File: config.mk
export PLATFORM = sky130hd
export DESIGN_NAME = alu_step_sequencer
export DESIGN_NICKNAME = d
export VERILOG_FILES = /design/src/rtl/alu_seq_pkg.sv /design/src/rtl/alu_step_sequencer_onehot_dec.sv /design/src/rtl/alu_step_sequencer.sv
export SDC_FILE = /design/constraint.sdc
export NUM_CORES = 1
export LEC_CHECK = 0
export BUFFER_PORTS_ARGS = -buffer_cell sky130_fd_sc_hd__buf_2
export CAP_MARGIN = 25
export CORE_MARGIN = 2
export CORE_UTILIZATION = 40
export CTS_CLUSTER_DIAMETER = 50
export CTS_CLUSTER_SIZE = 30
export DETAILED_ROUTE_END_ITERATION = 7
export GPL_TIMING_DRIVEN = 0
export PLACE_DENSITY = 0.67
export RECOVER_POWER = 100
export SLEW_MARGIN = 20
export SYNTH_ARGS = -nofsm -noshare
export SYNTH_HDL_FRONTEND = slang
export SYNTH_SLANG_ARGS = --single-unit
File: constraint.sdc
create_clock -name clock -period 2.36 [get_ports clock]
set_input_delay 0.472 -clock clock [delete_from_list [all_inputs] [get_ports clock]]
set_output_delay 0.472 -clock clock [all_outputs]
set_load 0.01 [all_outputs]
File: src/rtl/alu_seq_pkg.sv
// Shared opcodes, sequencer states and opcode classifiers
// for the ALU micro-step sequencer.
package alu_seq_pkg;

    localparam logic [4:0] OP_ADD  = 5'b00011;
    localparam logic [4:0] OP_SUB  = 5'b00100;
    localparam logic [4:0] OP_SHR  = 5'b00101;
    localparam logic [4:0] OP_SHRA = 5'b00110;
    localparam logic [4:0] OP_SHL  = 5'b00111;
    localparam logic [4:0] OP_ROR  = 5'b01000;
    localparam logic [4:0] OP_ROL  = 5'b01001;
    localparam logic [4:0] OP_AND  = 5'b01010;
    localparam logic [4:0] OP_OR   = 5'b01011;
    localparam logic [4:0] OP_MUL  = 5'b01111;
    localparam logic [4:0] OP_DIV  = 5'b10000;
    localparam logic [4:0] OP_NEG  = 5'b10001;
    localparam logic [4:0] OP_NOT  = 5'b10010;

    typedef enum logic [2:0] {
        IDLE,
        LOAD_A,
        EXEC,
        WAIT,
        WB_LO,
        WB_HI
    } state_t;

    function automatic logic is_unary(input logic [4:0] op);
        return (op == OP_NEG) || (op == OP_NOT);
    endfunction

    function automatic logic is_muldiv(input logic [4:0] op);
        return (op == OP_MUL) || (op == OP_DIV);
    endfunction

    function automatic logic is_valid(input logic [4:0] op);
        return op inside {
            OP_ADD, OP_SUB, OP_SHR, OP_SHRA, OP_SHL,
            OP_ROR, OP_ROL, OP_AND, OP_OR,
            OP_MUL, OP_DIV, OP_NEG, OP_NOT
        };
    endfunction

endpackage

File: src/rtl/alu_step_sequencer_onehot_dec.sv
// Register index to one-hot strobe decoder with enable;
// indices past N decode to all-zero.
module onehot_dec #(
    parameter int N = 16,
    parameter int W = 4
) (
    input  logic         en,
    input  logic [W-1:0] idx,
    output logic [N-1:0] onehot
);

    always_comb begin
        for (int i = 0; i < N; i++) begin
            onehot[i] = en && (int'(idx) == i);
        end
    end

endmodule

File: src/rtl/alu_step_sequencer.sv
// Micro-step FSM driving register-file and ALU strobes for one
// register-to-register ALU instruction, with multi-cycle wait.
module alu_step_sequencer
    import alu_seq_pkg::*;
#(
    parameter int NUM_REGS = 16,
    parameter int IDX_W    = $clog2(NUM_REGS),
    parameter int OP_W     = 5,
    parameter int WAIT_MAX = 64
) (
    input  logic                clock,
    input  logic                clear,
    input  logic                start,
    input  logic [OP_W-1:0]     op,
    input  logic [IDX_W-1:0]    ra_idx,
    input  logic [IDX_W-1:0]    rb_idx,
    input  logic [IDX_W-1:0]    rd_idx,
    input  logic                alu_ready,
    output logic                busy,
    output logic                done,
    output logic                err,
    output logic [NUM_REGS-1:0] reg_out,
    output logic [NUM_REGS-1:0] reg_in,
    output logic                ry_in,
    output logic                ry_out,
    output logic                rz_in,
    output logic                rzlo_out,
    output logic                rzhi_out,
    output logic                hi_in,
    output logic                lo_in,
    output logic [OP_W-1:0]     alu_op
);

    localparam int CNT_W = 10;

    state_t             state;
    state_t             state_nx;
    logic [OP_W-1:0]    op_q;
    logic [IDX_W-1:0]   ra_q;
    logic [IDX_W-1:0]   rb_q;
    logic [IDX_W-1:0]   rd_q;
    logic [CNT_W-1:0]   wait_cnt;
    logic               err_q;
    logic               req_ok;
    logic               md_q;
    logic               timeout;
    logic               rs_en;
    logic [IDX_W-1:0]   rs_sel;
    logic               wr_en;

    function automatic logic idx_ok(input logic [IDX_W-1:0] i);
        return int'(i) < NUM_REGS;
    endfunction

    assign req_ok = is_valid(5'(op)) && idx_ok(ra_idx)
                    && idx_ok(rb_idx) && idx_ok(rd_idx);
    assign md_q = is_muldiv(5'(op_q));
    // Ready in the last allowed cycle still counts as success.
    assign timeout = (state == WAIT) && !alu_ready
                     && (wait_cnt == CNT_W'(WAIT_MAX - 1));

    always_ff @(posedge clock) begin
        if (!clear) begin
            state <= IDLE;
        end else begin
            state <= state_nx;
        end
    end

    always_ff @(posedge clock) begin
        if (!clear) begin
            op_q     <= '0;
            ra_q     <= '0;
            rb_q     <= '0;
            rd_q     <= '0;
            wait_cnt <= '0;
            err_q    <= 1'b0;
        end else begin
            err_q <= timeout;
            if (state == IDLE && start) begin
                op_q  <= op;
                ra_q  <= ra_idx;
                rb_q  <= rb_idx;
                rd_q  <= rd_idx;
                err_q <= !req_ok;
            end
            if (state == WAIT) begin
                wait_cnt <= wait_cnt + 1'b1;
            end else begin
                wait_cnt <= '0;
            end
        end
    end

    always_comb begin
        state_nx = state;
        unique case (state)
            IDLE: begin
                if (start && req_ok) begin
                    state_nx = is_unary(5'(op)) ? EXEC : LOAD_A;
                end
            end
            LOAD_A: state_nx = EXEC;
            EXEC:   state_nx = md_q ? WAIT : WB_LO;
            WAIT: begin
                if (alu_ready) begin
                    state_nx = WB_LO;
                end else if (timeout) begin
                    state_nx = IDLE;
                end
            end
            WB_LO:   state_nx = md_q ? WB_HI : IDLE;
            WB_HI:   state_nx = IDLE;
            default: state_nx = IDLE;
        endcase
    end

    always_comb begin
        rs_en    = 1'b0;
        rs_sel   = rb_q;
        wr_en    = 1'b0;
        ry_in    = 1'b0;
        ry_out   = 1'b0;
        rz_in    = 1'b0;
        rzlo_out = 1'b0;
        rzhi_out = 1'b0;
        hi_in    = 1'b0;
        lo_in    = 1'b0;
        done     = 1'b0;
        alu_op   = '0;
        unique case (state)
            LOAD_A: begin
                rs_en  = 1'b1;
                rs_sel = ra_q;
                ry_in  = 1'b1;
            end
            EXEC: begin
                rs_en  = 1'b1;
                ry_out = 1'b1;
                alu_op = op_q;
                rz_in  = !md_q;
            end
            WAIT: begin
                rs_en  = 1'b1;
                ry_out = 1'b1;
                alu_op = op_q;
                rz_in  = alu_ready;
            end
            WB_LO: begin
                rzlo_out = 1'b1;
                lo_in    = md_q;
                wr_en    = !md_q;
                done     = !md_q;
            end
            WB_HI: begin
                rzhi_out = 1'b1;
                hi_in    = 1'b1;
                done     = 1'b1;
            end
            default: ;
        endcase
    end

    assign busy = (state != IDLE);
    assign err  = err_q;

    onehot_dec #(
        .N (NUM_REGS),
        .W (IDX_W)
    ) u_dec_out (
        .en     (rs_en),
        .idx    (rs_sel),
        .onehot (reg_out)
    );

    onehot_dec #(
        .N (NUM_REGS),
        .W (IDX_W)
    ) u_dec_in (
        .en     (wr_en),
        .idx    (rd_q),
        .onehot (reg_in)
    );

endmodule

==> results of run 1 <==
[layer usage]
layer | routed length, um | track usage
met1 | 2070 | 0.231
met2 | 2120 | 0.302
met3 | 301 | 0.0389
met4 | 55 | 0.0629
met5 | 0 | 0
[timing repair]
item / 4_1_cts / 5_1_grt
setup endpoints to repair: 16 / 21
resized for setup: 3 / 21
endpoints found under the hold margin: 0 / 0
pin swaps: 0 / 2
gates cloned: 0 / 1
hold buffers: 0 / 0
buffers inserted: 0 / 4
[through the flow]
step	cells	total power (W)	cell area, sq um
after floorplan	247	0.000779	1860
after global placement	366	0.000862	2260
after detailed placement	366	0.000863	2260
after CTS	372	0.00124	2340
after global routing	377	0.00133	2420
final	377	0.00126	2420
[power groups by stage]
stage,Combinational (W),Clock (W),Sequential [W]
after floorplan,0.000193,0,0.000586
after global placement,0.000271,0,0.000591
after detailed placement,0.000271,0,0.000592
after CTS,0.000277,0.000384,0.000582
after global routing,0.000333,0.000404,0.000592
final,0.000298,0.000375,0.000586
[cell type report]
type	count	area [sq um]
Buffer	13	81.3
Clock buffer	6	72.6
Fill cell	438	1990
Inverter	3	11.3
Multi-Input combinational cell	200	1190
Sequential cell	31	622
Tap cell	52	65.1
Timing Repair Buffer	72	375
[registers in the layout, indices dropped and copies added (netlist names)]
name      count
wait_cnt     10
state         3
err           1
op_q          5
ra_q          4
rb_q          4
rd_q          4
[final timing paths]
path	to	depth (start not counted)
setup / recovery	reg_in[0]	5
hold / removal	rb_q[1]	3
setup reg to reg	op_q[1]	6
hold reg to reg	wait_cnt[0]	1
[worst min-delay path: stages]
cell      delay (ps)
buf_2             90
nand2_1           40
a21boi_1          40
[kinds of logic after synthesis]
logic type	Yosys count
simple gates	148
fa+ha+maj	1
flops	31
buf+inv	16
xor+xnor	7
mux	6
compound gates	38
[synth_stat cells, types with 2 or more instances]
| library cell | number | share of area |
|---|---|---|
| nor4_1 | 5 | 0.017 |
| inv_1 | 3 | 0.0061 |
| nand2b_1 | 6 | 0.020 |
| dfxtp_1 | 31 | 0.33 |
| and2_1 | 7 | 0.024 |
| nand4b_1 | 2 | 0.0094 |
| nor2_1 | 42 | 0.085 |
| xnor2_1 | 4 | 0.019 |
| a31oi_1 | 3 | 0.010 |
| nand3_1 | 3 | 0.0081 |
| nand2_1 | 54 | 0.11 |
| nor2b_1 | 6 | 0.020 |
| or3b_1 | 2 | 0.0094 |
| nor3_1 | 5 | 0.013 |
| buf_2 | 3 | 0.0081 |
| o2bb2ai_1 | 2 | 0.0094 |
| xor2_1 | 3 | 0.014 |
| o21ai_0 | 3 | 0.0081 |
| buf_6 | 2 | 0.012 |
| a21boi_1 | 17 | 0.069 |
| nand3b_1 | 2 | 0.0081 |
| or3_1 | 2 | 0.0067 |
| nor3b_1 | 2 | 0.0081 |
| clkbuf_1 | 5 | 0.010 |
| a21oi_1 | 7 | 0.019 |
| mux2i_1 | 4 | 0.022 |
==> results.tsv, run 1 <==
stage	metric	value	unit
global_route	initial antenna violation count	0	
global_route	GRT Residual Overflow	0	
synthesis	Netlist cell types	48	
sta	Period minus WS final	2270	ps
floorplanning	die footprint	0.00520	sq mm
clocking	CTS Root Cell	clkbuf_8	
critical_path	Largest stage delay, worst path	360	ps
critical_path	Critical Path RT	1890	ps
synthesis	mapped cell area	0.00186	sq mm
critical_path	CP max-delay cell	dfxtp_1	
synthesis	syn avg cell area	7.51	sq um
sta	Slew Limit Fails	0	
critical_path	sequence of cells on the critical path	and4b_1, mux2i_4, nand2_1, nor4_1, buf_2	
synthesis	Net Count, Synth	269	
sta	fin crit share	0.961	
floorplanning	Initial Utilization	0.420	
sta	WHS	420	ps
critical_path	launching point of the worst reg2reg path	state[0]	
clocking	CTS tree	done	
route	First-pass DRT Iterations	4	
final_layout	final core occ	0.548	
floorplanning	row count	24	
synthesis	Synth Area in Compound Gates	0.148	
sta	Setup TNS Final	0	ps
global_route	pin count of the biggest net entering global routing	11	
route	Avg WL per Cell	12.1	um
clocking	H-tree depth	2	
placed_design	routability cong.	0.791	
clocking	maximum clock path buffer count	2	
power_and_ir_drop	sw frac	0.299	
critical_path	critical path launch point type	flip-flop	
run	Max Cap Viol	0	
final_layout	Nets	348	
global_route	GRT Total Usage	0.181	
synthesis	XOR/XNOR share of the synthesized area	0.0330	
power_and_ir_drop	Clock power frac	0.298	
clocking	Num CTS Buffers	5	
placed_design	dpl hpwl	3.34	mm
sta	Worst Clk Skew	4.10	ps
sta	RSZ-0062 raised after global routing	true	
clocking	clk sink count	31	
critical_path	CP delay by family, top	simple AND/OR/NAND/NOR gates	
floorplanning	core area	0.00441	sq mm
placed_design	port buffer count	67	
final_layout	Antenna diodes	0	
route	post-route DRC violation count	0	
global_route	vias in the first global route	1641	
worst_hold_path	hold wc startpoint	rb_idx[1]	
power_and_ir_drop	internal power consumption	0.000882	W
clocking	Worst-path clk slew	60	ps
critical_path	flop2flop setup slack	500	ps
power_and_ir_drop	Logic pwr share	0.236	
synthesis	Synth Area in Adders	0.00674	
critical_path	CP Data Arrival Time	1800	ps
power_and_ir_drop	Power Dens Cells	520	mW/mm^2
global_route	first-pass GRT wire length	7.43	mm
route	via count	1885	
synthesis	fraction of the mapped netlist area in simple logic gates	0.390	
route	Post-Route WL	4.55	mm
outcome	status	finished, final reports clean	
floorplanning	Die Wd	72.1	um
sta	final worst setup slack	92.0	ps
synthesis	register bit count reported by yosys	31	
sta	worst slew pin tran	475	ps
critical_path	Worst Setup SP	op_q[4]	
synthesis	Synth Warn #	0	
final_layout	most frequent cells in the layout	buf_2, nand2_1, nor2_1	
critical_path	Crit Path Class	reg2out	
final_layout	commonest non-fill, non-tap cell in the layout	buf_2	
final_layout	P&R area growth vs syn	30.5	%
route	Vias/cell	5.00	
worst_hold_path	Worst Hold Class	in2reg	
power_and_ir_drop	sw power	0.000376	W
synthesis	Top FF cell, synth	dfxtp_1	
power_and_ir_drop	VDD IR max	0.000328	V
floorplanning	die height	72.1	um
synthesis	ys async rst share	0	
synthesis	register area share after synthesis	0.334	
route	1st-iter DRT viols	84	
critical_path	crit end category	output pin	
sta	final setup vio count	0	
clocking	clk_lat worst skew	280	ps
synthesis	cells after synthesis	247	
final_layout	layout cell share with drive strength beyond 1	0.308	
power_and_ir_drop	Seq pwr share	0.466	
power_and_ir_drop	Leak Pwr	1.04	nW
critical_path	Worst Path Max Fanout	8	
route	antenna-violating nets left	0	
sta	final hold violations	0	
synthesis	post-synthesis mux area share	0.0351	
synthesis	EDFF count, synth	0	
placed_design	worst slack, placed	224	ps
sta	max_slew headroom	0.679	
floorplanning	# IOs	68	
synthesis	combinational family with the most area after synthesis	simple AND/OR/NAND/NOR gates	
critical_path	buffers and inverters on the worst path	1	
sta	Max Clock Freq	0.441	GHz
Note: power is estimated with default switching activity, not from simulation.
==> inputs of run 2 (changes only) <==
--- a/config.mk
+++ b/config.mk
@@ -15,6 +15,7 @@
 export GPL_TIMING_DRIVEN = 0
 export PLACE_DENSITY = 0.67
 export RECOVER_POWER = 100
+export REMOVE_ABC_BUFFERS = 1
 export SLEW_MARGIN = 20
 export SYNTH_ARGS = -nofsm -noshare
 export SYNTH_HDL_FRONTEND = slang
==> results.tsv, run 2 (synthesis gave the netlist of run 1 again) <==
stage	metric	value	unit	change
route	antenna-violating nets left	0		unchanged
critical_path	crit end category	output pin		
clocking	cts hold-fix bufs	0		unchanged
critical_path	Worst Path Max Fanout	11		+3
final_layout	P&R area growth vs syn	26.7	%	
critical_path	Crit Path Class	reg2out		
sta	Max Clock Freq	0.445	GHz	+0.87%
clocking	Worst-path clk slew	60	ps	about the same
clocking	Num CTS Buffers	5		unchanged
power_and_ir_drop	Leak Pwr	0.868	nW	-16%
floorplanning	row count	24		unchanged
global_route	vias in the first global route	1586		-3.4%
critical_path	critical path launch point type	flip-flop		
global_route	first-pass GRT wire length	7.04	mm	-5.2%
floorplanning	die height	72.1	um	unchanged
clocking	clk_lat worst skew	280	ps	about the same
placed_design	port buffer count	67		unchanged
floorplanning	Die Wd	72.1	um	unchanged
floorplanning	die footprint	0.00520	sq mm	unchanged
route	First-pass DRT Iterations	4		unchanged
final_layout	non-filler cells, final	366		-2.9%
route	Vias/cell	5.03		+0.55%
route	1st-iter DRT viols	81		-3.6%
floorplanning	# IOs	68		unchanged
global_route	initial antenna violation count	0		unchanged
final_layout	layout cell share with drive strength beyond 1	0.204		-0.104
final_layout	commonest non-fill, non-tap cell in the layout	nand2_1		
global_route	GRT Total Usage	0.169		-0.0118
clocking	maximum clock path buffer count	2		unchanged
route	via count	1840		-2.4%
critical_path	CP Data Arrival Time	1780	ps	-20 ps
final_layout	registers with the most flip-flops	wait_cnt x10, op_q x5		
outcome	status	finished, final reports clean		
global_route	GRT Residual Overflow	0		unchanged
power_and_ir_drop	Power Dens Cells	593	mW/mm^2	+14%
final_layout	Fillers	459		+4.8%
clocking	CTS Root Cell	clkbuf_8		
clocking	H-tree depth	2		unchanged
final_layout	Antenna diodes	0		unchanged
final_layout	most frequent cells in the layout	nand2_1, nor2_1, clkbuf_1		
route	post-route DRC violation count	0		unchanged
clocking	CTS tree	done		
sta	final hold violations	0		unchanged
route	Post-Route WL	4.33	mm	-4.9%
critical_path	Critical Path RT	1890	ps	about the same
floorplanning	Initial Utilization	0.420		unchanged
sta	fin crit share	0.953		-0.00831
final_layout	Nets	335		-3.7%
clocking	clk sink count	31		unchanged
sta	Period minus WS final	2250	ps	-19.6 ps
placed_design	placed insts	354		-3.3%
final_layout	Multi-input gate area	0.00118	sq mm	-1.0%
final_layout	Storage cell area	629	sq um	+1.2%
sta	Worst Clk Skew	6.37	ps	+2.26 ps
worst_hold_path	Worst Hold Class	in2reg		
final_layout	Top reg by flops	wait_cnt		
placed_design	routability cong.	0.843		+6.5%
sta	final setup vio count	0		unchanged
route	Avg WL per Cell	11.8	um	-2.0%
final_layout	max reg flops	10		unchanged
global_route	pin count of the biggest net entering global routing	25		+14
sta	Slew Limit Fails	0		unchanged
run	Max Cap Viol	0		unchanged
sta	max_slew headroom	0.412		-0.267
floorplanning	core area	0.00441	sq mm	unchanged
power_and_ir_drop	VDD IR max	0.000328	V	+0.14%
sta	Setup TNS Final	0	ps	unchanged
sta	RSZ-0062 raised after global routing	false		
sta	worst slew pin tran	882	ps	+407 ps
placed_design	dpl hpwl	3.07	mm	-8.2%
==> run 2: changes by cell type in the layout (fill, tap and decap cells not counted), moves of 4 or more <==
cell      previous run  this run
a21boi_0             4        16
a21boi_1            13         1
buf_2               67        29
buf_4                6         2
clkbuf_1             8        32
clkbuf_2             0         7
==> run 2: worst paths after layout <==
kind,from,depth (start not counted),to,slack [ps]
min,ra_idx[0],3,ra_q[0],430
max reg2reg,state[0],5,err,290
min reg2reg,wait_cnt[0],1,wait_cnt[0],470
max,state[2],6,reg_out[14],110
==> run 2: per-stage QoR <==
step	worst slack [ps]	area [sq um]	utilization	power [W]	hold slack [ps]
finish	112	2350	0.533	0.00139	432
global route	16.7	2350	0.533	0.00147	426
CTS	62.4	2330	0.528	0.00139	412
detailed placement	-211	2170	0.492	0.000838	461
global placement	-481	2170	0.491	0.000832	447
floorplan	-238	1770	-	0.000753	430
==> run 2: timing repair <==
item,4_1_cts,5_1_grt
setup endpoints to repair,18,15
gates resized for setup,9,6
cloned,0,0
buffers inserted,1,3
pin swaps,0,0
==> run 2: final cells by class <==
type	instances	share of cell area
Multi-Input combinational cell	200	0.502
Sequential cell	31	0.268
Timing Repair Buffer	72	0.147
Clock buffer	6	0.0351
Tap cell	52	0.0277
Clock inverter	2	0.0149
Inverter	3	0.00479
==> run 2: worst max-delay path: stages, from the launching register on <==
cell and delay, ps:
dfxtp_2 390, nor3b_4 250, buf_6 170, mux2_2 380, nand2_1 120, nor2_1 60, clkbuf_2 130
==> run 2: power breakdown <==
part | total, W | internal (W) | switching, W
sequential | 0.000593 | 0.000554 | 0.0000383
clock | 0.000535 | 0.000341 | 0.000193
combinational | 0.000268 | 0.000119 | 0.000149
total | 0.00139 | 0.00101 | 0.000380
==> run 2: per-layer routing <==
metal,part of all wire,track usage,wire (um),up-vias
met5,0,0,0,-
met4,0.011,0.0482,48,0
met3,0.073,0.0486,314,7
met2,0.47,0.293,2040,54
met1,0.44,0.204,1920,809
li1,-,-,-,970
==> inputs of run 3 (changes only) <==
--- a/config.mk
+++ b/config.mk
@@ -14,7 +14,6 @@
 export DETAILED_ROUTE_END_ITERATION = 7
 export GPL_TIMING_DRIVEN = 0
 export PLACE_DENSITY = 0.67
-export RECOVER_POWER = 100
 export REMOVE_ABC_BUFFERS = 1
 export SLEW_MARGIN = 20
 export SYNTH_ARGS = -nofsm -noshare
==> results.tsv, run 3 (synthesis gave the netlist of run 1 again) <==
stage	metric	value	unit	change
outcome	status	finished, final reports clean		
final_layout	fin area	0.00239	sq mm	+1.8%
sta	RSZ-0062 raised after global routing	false		
clocking	H-tree depth	2		unchanged
sta	WHS	420	ps	-12.0 ps
floorplanning	row count	24		unchanged
route	Avg WL per Cell	11.7	um	-0.95%
global_route	initial antenna violation count	0		unchanged
route	post-route DRC violation count	0		unchanged
final_layout	max reg flops	10		unchanged
clocking	CTS Root Cell	clkbuf_8		
critical_path	Worst Path Max Fanout	11		unchanged
critical_path	Largest stage delay, worst path	390	ps	about the same
sta	final hold violations	0		unchanged
sta	max_slew headroom	0.592		+0.180
sta	Period minus WS final	2260	ps	+10.4 ps
floorplanning	die height	72.1	um	unchanged
clocking	Worst-path clk slew	70	ps	about the same
final_layout	Top reg by flops	wait_cnt		
floorplanning	Die Wd	72.1	um	unchanged
power_and_ir_drop	Power Dens Cells	586	mW/mm^2	-1.3%
critical_path	critical path launch point type	flip-flop		
sta	Max Clock Freq	0.443	GHz	-0.46%
critical_path	buffers and inverters on the worst path	2		unchanged
floorplanning	Initial Utilization	0.420		unchanged
sta	final setup vio count	0		unchanged
final_layout	Nets	335		unchanged
critical_path	CP Data Arrival Time	1790	ps	about the same
global_route	GRT Residual Overflow	0		unchanged
floorplanning	# IOs	68		unchanged
placed_design	area post-placement	0.00217	sq mm	unchanged
route	antenna-violating nets left	0		unchanged
placed_design	routability cong.	0.843		unchanged
final_layout	registers with the most flip-flops	wait_cnt x10, op_q x5		
sta	fin crit share	0.957		+0.00442
placed_design	port buffer count	67		unchanged
route	1st-iter DRT viols	78		-3.7%
route	Met3 Wirelength	305	um	-2.9%
floorplanning	die footprint	0.00520	sq mm	unchanged
clocking	Num CTS Buffers	5		unchanged
critical_path	Crit Path Class	reg2out		
clocking	CTS tree	done		
critical_path	crit end category	output pin		
final_layout	Antenna diodes	0		unchanged
sta	Setup TNS Final	0	ps	unchanged
critical_path	CP delay by family, top	simple AND/OR/NAND/NOR gates		
critical_path	CP max-delay cell	dfxtp_2		
final_layout	commonest non-fill, non-tap cell in the layout	buf_2		
power_and_ir_drop	Leak Pwr	1.02	nW	+18%
sta	Slew Limit Fails	0		unchanged
floorplanning	core area	0.00441	sq mm	unchanged
final_layout	most frequent cells in the layout	buf_2, nand2_1, nor2_1		
route	met1 wire length	1.90	mm	-1.1%
global_route	first-pass GRT wire length	7.04	mm	unchanged
route	max layer used	met4		
sta	Worst Clk Skew	6.12	ps	-0.246 ps
critical_path	R2R depth	5		unchanged
final_layout	layout cell share with drive strength beyond 1	0.306		+0.102
worst_hold_path	Worst Hold Depth	3		unchanged
critical_path	sequence of cells on the critical path	nor3b_4, buf_6, mux2_2, nand2_1, nor2_1, buf_2		
clocking	clk sink count	31		unchanged
final_layout	P&R area growth vs syn	29.0	%	
placed_design	dpl hpwl	3.07	mm	unchanged
clocking	maximum clock path buffer count	2		unchanged
worst_hold_path	Worst Hold Class	in2reg		
route	via count	1844		+0.22%
route	Post-Route WL	4.29	mm	-0.95%
global_route	vias in the first global route	1586		unchanged
route	First-pass DRT Iterations	4		unchanged
critical_path	flop2flop setup slack	500	ps	+210 ps
power_and_ir_drop	VDD IR max	0.000328	V	about the same
route	met2 wire len	2.03	mm	-0.49%
route	Vias/cell	5.04		+0.22%
sta	worst slew pin tran	612	ps	-270 ps
clocking	clk_lat worst skew	280	ps	about the same
clocking	cts hold-fix bufs	0		unchanged
global_route	GRT Total Usage	0.169		unchanged
critical_path	Worst path depth	6		unchanged
global_route	pin count of the biggest net entering global routing	25		unchanged
run	Max Cap Viol	0		unchanged
critical_path	Critical Path RT	1890	ps	about the same
run 3: cell count changes in the layout (fill, tap and decap cells not counted):
cell	before	now
and2_1	5	7
and2_0	2	0
clkbuf_2	7	0
a21boi_0	16	0
buf_2	29	67
buf_4	2	3
clkbuf_1	32	0
a21boi_1	1	17
run 3: path summary, 6_finish.rpt:
kind | start | to
max | state[2] | reg_out[14]
max reg2reg | state[0] | err
min | rb_idx[3] | rb_q[3]
min reg2reg | wait_cnt[0] | wait_cnt[0]
run 3: tightest hold or removal path, cell delays in order:
cell and delay, ps:
buf_2 90, nand2_1 40, a21boi_1 50
run 3: timing repair:
item | 4_1_cts | 5_1_grt
gates resized for setup | 9 | 6
setup endpoints to repair | 18 | 15
pin swaps | 0 | 0
buffers inserted | 1 | 3
run 3: area by class of cell:
type,instances,area [sq um]
clock buffers,6,82.6
clock inverters,2,35.0
repair buffers,72,389
fillers,439,2020
flip-flops and latches,31,629
well taps,52,65.1
inverters,3,11.3
multi-input cells,200,1180
run 3: routing by layer:
layer	track usage	vias to the layer above
li1	-	969
met1	0.204	815
met2	0.293	53
met3	0.0486	7
met4	0.0482	0
met5	0	-
run 3: stage by stage:
step	std cells	power [W]	worst slack [ps]	util
final	366	0.00140	101	0.542
after global routing	366	0.00148	18.4	0.542
after detailed placement	354	0.000838	-211	0.492
after floorplan	234	0.000753	-238	-
after CTS	363	0.00139	62.4	0.528
after global placement	353	0.000832	-481	0.491
run 3: where the power goes:
| group | internal [W] | switching, W | total (W) |
|---|---|---|---|
| logic | 0.000125 | 0.000150 | 0.000275 |
| registers | 0.000554 | 0.0000386 | 0.000593 |
| clock network | 0.000341 | 0.000193 | 0.000534 |
| total | 0.00102 | 0.000381 | 0.00140 |
